--- config.mk ---
export PLATFORM = sky130hd
export DESIGN_NAME = dsm_bitstream_decimator
export DESIGN_NICKNAME = d
export VERILOG_FILES = /design/src/rtl/dsm_dec_pkg.sv /design/src/rtl/dsm_dec_integrator.sv /design/src/rtl/dsm_bitstream_decimator.sv
export SDC_FILE = /design/constraint.sdc
export NUM_CORES = 1
export LEC_CHECK = 0
export BUFFER_PORTS_ARGS = -buffer_cell sky130_fd_sc_hd__buf_4
export CAP_MARGIN = 5
export CORE_ASPECT_RATIO = 1.2
export CORE_MARGIN = 2
export CORE_UTILIZATION = 57
export CTS_BUF_LIST = sky130_fd_sc_hd__clkbuf_16
export CTS_CLUSTER_SIZE = 16
export DETAILED_ROUTE_END_ITERATION = 6
export PLACE_DENSITY = 0.73
export SYNTH_ARGS = -nofsm -noshare
export SYNTH_HDL_FRONTEND = slang
export SYNTH_SLANG_ARGS = --single-unit
--- constraint.sdc ---
create_clock -name clk -period 9.5 [get_ports clk]
set_input_delay 1.9 -clock clk [delete_from_list [all_inputs] [get_ports clk]]
set_output_delay 1.9 -clock clk [all_outputs]
set_load 0.05 [all_outputs]
--- src/rtl/dsm_dec_pkg.sv ---
// dsm_dec_pkg: shared CIC constants, width/shift helpers and signed saturation for dsm_bitstream_decimator
package dsm_dec_pkg;
  localparam int CIC_ORDER = 3;
  function automatic int cic_width(input int decim);
    return 2 + CIC_ORDER * $clog2(decim);
  endfunction
  function automatic int out_shift(input int decim, input int out_width);
    return CIC_ORDER * $clog2(decim) + 1 - out_width;
  endfunction
  function automatic logic signed [63:0] sat_signed(input logic signed [63:0] v, input int w);
    logic signed [63:0] hi;
    hi = (64'sd1 <<< (w - 1)) - 64'sd1;
    return v > hi ? hi : v < -hi - 64'sd1 ? -hi - 64'sd1 : v;
  endfunction
endpackage

--- src/rtl/dsm_dec_integrator.sv ---
// dsm_dec_integrator: en-gated W-bit wrapping accumulator (clk, rst, en, din -> acc registered, nxt = acc + din)
module dsm_dec_integrator #(
  parameter int W = 20
) (
  input  logic                clk,
  input  logic                rst,
  input  logic                en,
  input  logic signed [W-1:0] din,
  output logic signed [W-1:0] acc,
  output logic signed [W-1:0] nxt
);
  assign nxt = acc + din;
  always_ff @(posedge clk)
    if (rst) acc <= '0;
    else if (en) acc <= nxt;
endmodule

--- src/rtl/dsm_bitstream_decimator.sv ---
// dsm_bitstream_decimator: sinc3 decimator, 1-bit DSM stream to signed PCM (clk, rst, en, bit_i -> sample_o, valid_o); DSM_DEC_DCBLOCK_EN adds a DC blocker
module dsm_bitstream_decimator
  import dsm_dec_pkg::*;
#(
  parameter int DECIM     = 64,
  parameter int OUT_WIDTH = 16
) (
  input  logic                        clk,
  input  logic                        rst,
  input  logic                        en,
  input  logic                        bit_i,
  output logic signed [OUT_WIDTH-1:0] sample_o,
  output logic                        valid_o
);
  localparam int B  = cic_width(DECIM);
  localparam int SH = out_shift(DECIM, OUT_WIDTH);
  localparam int CW = $clog2(DECIM);
  logic signed [B-1:0] x, i3, c1, c2, c3, d1, d2, d3, c3_q, scaled;
  logic signed [B-1:0] din [CIC_ORDER];
  logic signed [B-1:0] acc [CIC_ORDER];
  logic signed [B-1:0] nxt [CIC_ORDER];
  logic [CW-1:0] cnt;
  logic tick, tick_q, comb_v;
  logic signed [OUT_WIDTH-1:0] pcm;
  assign x = bit_i ? B'(1) : '1;
  assign din[0] = x;
  for (genvar k = 0; k < CIC_ORDER; k++) begin : g_int
    if (k > 0) begin : g_link
      assign din[k] = nxt[k-1];
    end
    dsm_dec_integrator #(.W(B)) u_int (
      .clk(clk),
      .rst(rst),
      .en(en),
      .din(din[k]),
      .acc(acc[k]),
      .nxt(nxt[k])
    );
  end
  assign i3 = acc[CIC_ORDER-1];
  assign tick = en && cnt == CW'(DECIM - 1);
  assign c1 = i3 - d1;
  assign c2 = c1 - d2;
  assign c3 = c2 - d3;
  assign scaled = c3_q >>> SH;
  assign pcm = OUT_WIDTH'(sat_signed(64'(scaled), OUT_WIDTH));
  always_ff @(posedge clk)
    if (rst) begin
      cnt <= '0;
      tick_q <= 1'b0;
      comb_v <= 1'b0;
      d1 <= '0;
      d2 <= '0;
      d3 <= '0;
      c3_q <= '0;
    end else begin
      if (en) cnt <= cnt + 1'b1;
      tick_q <= tick;
      comb_v <= tick_q;
      if (tick_q) begin
        d1 <= i3;
        d2 <= c1;
        d3 <= c2;
        c3_q <= c3;
      end
    end
`ifdef DSM_DEC_DCBLOCK_EN
  localparam int DW = OUT_WIDTH + 2;
  logic signed [OUT_WIDTH-1:0] s_q, xp;
  logic s_v;
  logic signed [DW-1:0] y;
  assign y = DW'(s_q) - DW'(xp) + DW'(sample_o) - DW'(sample_o >>> 8);
  always_ff @(posedge clk)
    if (rst) begin
      s_q <= '0;
      s_v <= 1'b0;
      xp <= '0;
      sample_o <= '0;
      valid_o <= 1'b0;
    end else begin
      s_v <= comb_v;
      valid_o <= s_v;
      if (comb_v) s_q <= pcm;
      if (s_v) begin
        xp <= s_q;
        sample_o <= OUT_WIDTH'(sat_signed(64'(y), OUT_WIDTH));
      end
    end
`else
  always_ff @(posedge clk)
    if (rst) begin
      sample_o <= '0;
      valid_o <= 1'b0;
    end else begin
      valid_o <= comb_v;
      if (comb_v) sample_o <= pcm;
    end
`endif
endmodule

==> summary.md <==
| Metric | Value |
|---|---|
| Ys Warns | 0 |
| Starting DRC count in detailed routing | 378 |
| Post_cts resized | 0 |
| Die Span X | 132.3 microns |
| Max Fclk | 136.4 MHz |
| Final Hold Viols | 0 |
| Syn_area_per_cell | 8.345 sq um |
| Setup crit end kind | flip-flop |
| Max-slew violation count | 0 |
| Register area share after synthesis | 28.81% |
| Largest family of logic cells by synthesized area | compound AO/OA/AOI/OAI gates |
| RSZ-0062 raised after global routing | no |
| First-pass GRT wire length | 36,650 microns |
| Total Nets Final | 1,468 |
| Worst rel slew slack | 32.92% |
| DP Area | approximately 12,000 sq um |
| WHS Endpoint | tick_q$_SDFF_PP0_ |
| Simple-Gate Fraction of Synth Area | 15.91% |
| Synth area leader | dfxtp_1 |
| Floorplan row count | 56 |
| Area grow syn2layout | 8.081% |
| Vertical die dimension | 157.9 microns |
| Biggest cell delay along the critical path | 530 ps |
| Setup CP Type | input pin to flip-flop |
| Compound-Gate Fraction of Synth Area | about a fifth |
| Root buffer cell | clkbuf_16 |
| Worst skew pair latency | 420 ps |
| Largest net degree at the start of global routing | 94 |
| Syn nets | about 1.5k |
| DP HPWL | 15,580 microns |
| Netlist cell types | 70 |
| # DRC | 0 |
| I/O pin cnt | 21 |
| Post-Synth Adder-Cell Area | 13.78% |
| GP Congestion | 0.9158 |
| # H-tree levels | 4 |
| Fin crit share | 77.18% |
| Overflow after GRT | 0 |
| Cells after Synth | 1,349 |
| Synth top area share | 28.81% |
| Share of layout cells above drive strength 1 | 5.383% |
| Per-cell routed wire length | 13.33 microns |
| Post-synthesis mux area share | 9.459% |
| CTS tree | yes |
| CP max stage cell | a2111oi_2 |
| Vias in the first global route | 8,469 |
| DRT Pass-1 Iters | 7 |
| Via density | between 5 and 6 |
| Setup TNS | 0 ps |
| Initial antenna violation count | 0 |
| WL final | 21,560 microns |
| # diodes | 0 |
| Dominant cells by area after synthesis | dfxtp_1, ha_1, mux2i_1 |
| Setup repair bufs after CTS | 0 |
| Die area | 20,890 sq um |
| Core Region | 19,480 sq um |
| TritonCTS Buffers | 17 |
| Finish-stage setup viols | 0 |
| Most frequent CP cell | nor2_1 |
| Vias post-DR | 9,093 |
| Hold-fix buffers, CTS | 0 |
| Reg2reg path depth | 25 |
| Worst-path fanout max | 20 |
| Startpoint Class | input pin |
| Clock period minus worst slack | about 7300 ps |
| Worst Path Arrival | 7650 ps |
| #FFs+latches synth | 162 |
| Reg-to-reg critical path endpoint | c3_q[16]$_SDFFE_PP0P_ |
| Port Buf Inserts | 20 |
| Outcome | completed |
| Final instance area | 12,170 sq um |
| Worst R2R Start | g_int[2].u_int.acc[0]$_SDFFE_PP0P_ |
| Final ANT Viol Nets | 0 |
| Top_reg_cell synth | dfxtp_1 |
| Post-synth EDFFs | 0 |
| Clk_skew | 7.731 ps |
| Worst hold stages | 2 |
| Max Root-Sink Buffers | 2 |
| Required @ worst endpoint | 9810 ps |
| Hold Crit Class | flip-flop to flip-flop |
| Clock slew at reported path FFs | 70 ps |
| Max Cap Viol | 0 |
| Actual slew at the worst max-slew pin | 1005 ps |
| FFs w/ async S/R, synth | 0% |
| Initial core utilization | between 50 and 60% |
| XOR/XNOR Fraction of Synth Area | 7.236% |
| Global Route Usage Sum | 20.75% |
| Synth Cell Area | ~11,000 sq um |
| Reg2Reg Setup Slack | 3160 ps |
| Clk sinks | 162 |
| Hold wc startpoint | cnt[5]$_SDFFE_PP0P_ |
[per-stage QoR]
step	utilization, %	worst slack, ps	hold WS, ps	cells
4_1_cts	62.46	2206	435.6	1617
6_report	62.46	2168	434.4	1617
2_1_floorplan	-	2123	419.4	1349
3_5_place_dp	59.47	1753	424.7	1585
5_1_grt	62.46	1812	483.3	1617
3_3_place_gp	59.47	1858	424.4	1585
[Yosys cell counts, drive strengths merged, types with 3 or more instances]
cell type    n
inv         95
mux2         3
clkbuf      40
or2          3
mux2i      103
o31ai        6
o31a         4
a21o        35
o211ai       8
nand2       61
nor2       201
a2111oi      5
nand3       19
ha         116
dfxtp      162
or4          5
o21ai       66
xnor2       66
xor2        21
a211o        6
buf          9
nand3b       7
nand2b       8
o221ai       3
o21bai      13
and2         5
a211oi      27
nor3        21
o311ai       7
a21oi       88
o21a        25
a311oi      16
a31oi        8
nor3b        5
nand4        9
a21boi       5
fa           5
or3          9
and3        12
nor2b       17
[cell families (layout without fill, tap and decap cells)]
logic type,after synthesis,in the layout
buf+inv,144,151
fa+ha+maj,121,121
mux,106,106
simple gates,391,391
flops,162,162
compound gates,336,336
xor+xnor,89,89
[worst max path at each step]
stage / start / end / slack [ps] / depth (start not counted)
CTS: bit_i / g_int[2].u_int.acc[19]$_SDFFE_PP0P_ / 2210 / 29
global placement: bit_i / g_int[2].u_int.acc[19]$_SDFFE_PP0P_ / 1860 / 29
global route: bit_i / g_int[2].u_int.acc[19]$_SDFFE_PP0P_ / 1810 / 29
finish: bit_i / g_int[2].u_int.acc[19]$_SDFFE_PP0P_ / 2170 / 29
detailed placement: bit_i / g_int[2].u_int.acc[19]$_SDFFE_PP0P_ / 1750 / 29
floorplan: bit_i / g_int[2].u_int.acc[19]$_SDFFE_PP0P_ / 2120 / 27
[sequential cells by signal, indices dropped and copies added (netlist names)]
| name | flops |
|---|---|
| comb_v | 1 |
| c3_q | 17 |
| d3 | 20 |
| cnt | 6 |
| valid_o | 1 |
| g_int.u_int.acc | 60 |
| d2 | 20 |
| sample_o | 16 |
| d1 | 20 |
| tick_q | 1 |
[cell type report]
cell class,instances,area [sq um]
clock buffers,17,425.4
clock inverters,15,157.7
fillers,1716,7312
inverters,95,356.6
multi-input cells,1043,7473
flip-flops and latches,162,3247
well taps,261,326.6
repair buffers,24,180.2
[cell usage in the layout, fill, tap and decap left out, types with 5 or more instances in the layout]
master and instances:
nor2_1 201, dfxtp_1 161, ha_1 116, mux2i_1 103
inv_1 97, a21oi_1 88, xnor2_1 65, nand2_1 61
o21ai_0 57, a21o_1 35, a211oi_1 27, o21a_1 25
buf_4 24, xor2_1 21, nor3_1 21, nand3_1 19
nor2b_1 17, clkbuf_16 17, a311oi_1 16, o21bai_1 13
and3_1 12, or3_1 9, nand2b_1 8, nand4_1 8
o211ai_1 7, a31oi_1 7, o21ai_1 7, nand3b_1 7
a211o_1 6, o31ai_1 6, or4_1 5, a21boi_0 5
and2_1 5, nor3b_1 5, fa_1 5, inv_6 5
[routing by layer]
layer / global-route usage [%] / routed length [microns]
met1: 22.37 / 9712
met2: 40.35 / 10860
met3: 3.106 / 372
met4: 8.705 / 612
met5: 0 / 0
[critical path, delay by kind of cell]
family / cells / cell delay (ps)
XOR/XNOR: 1 / 160
AND/OR/NAND/NOR: 8 / 1340
multiplexers: 2 / 490
AO/OA/AOI/OAI: 12 / 2490
adder cells (fa/ha/maj): 3 / 950
buffers and inverters: 3 / 310
Power is left out: the tool's default activity adds up to more than one toggle a clock period on the data nets, which glitch-free logic cannot reach.
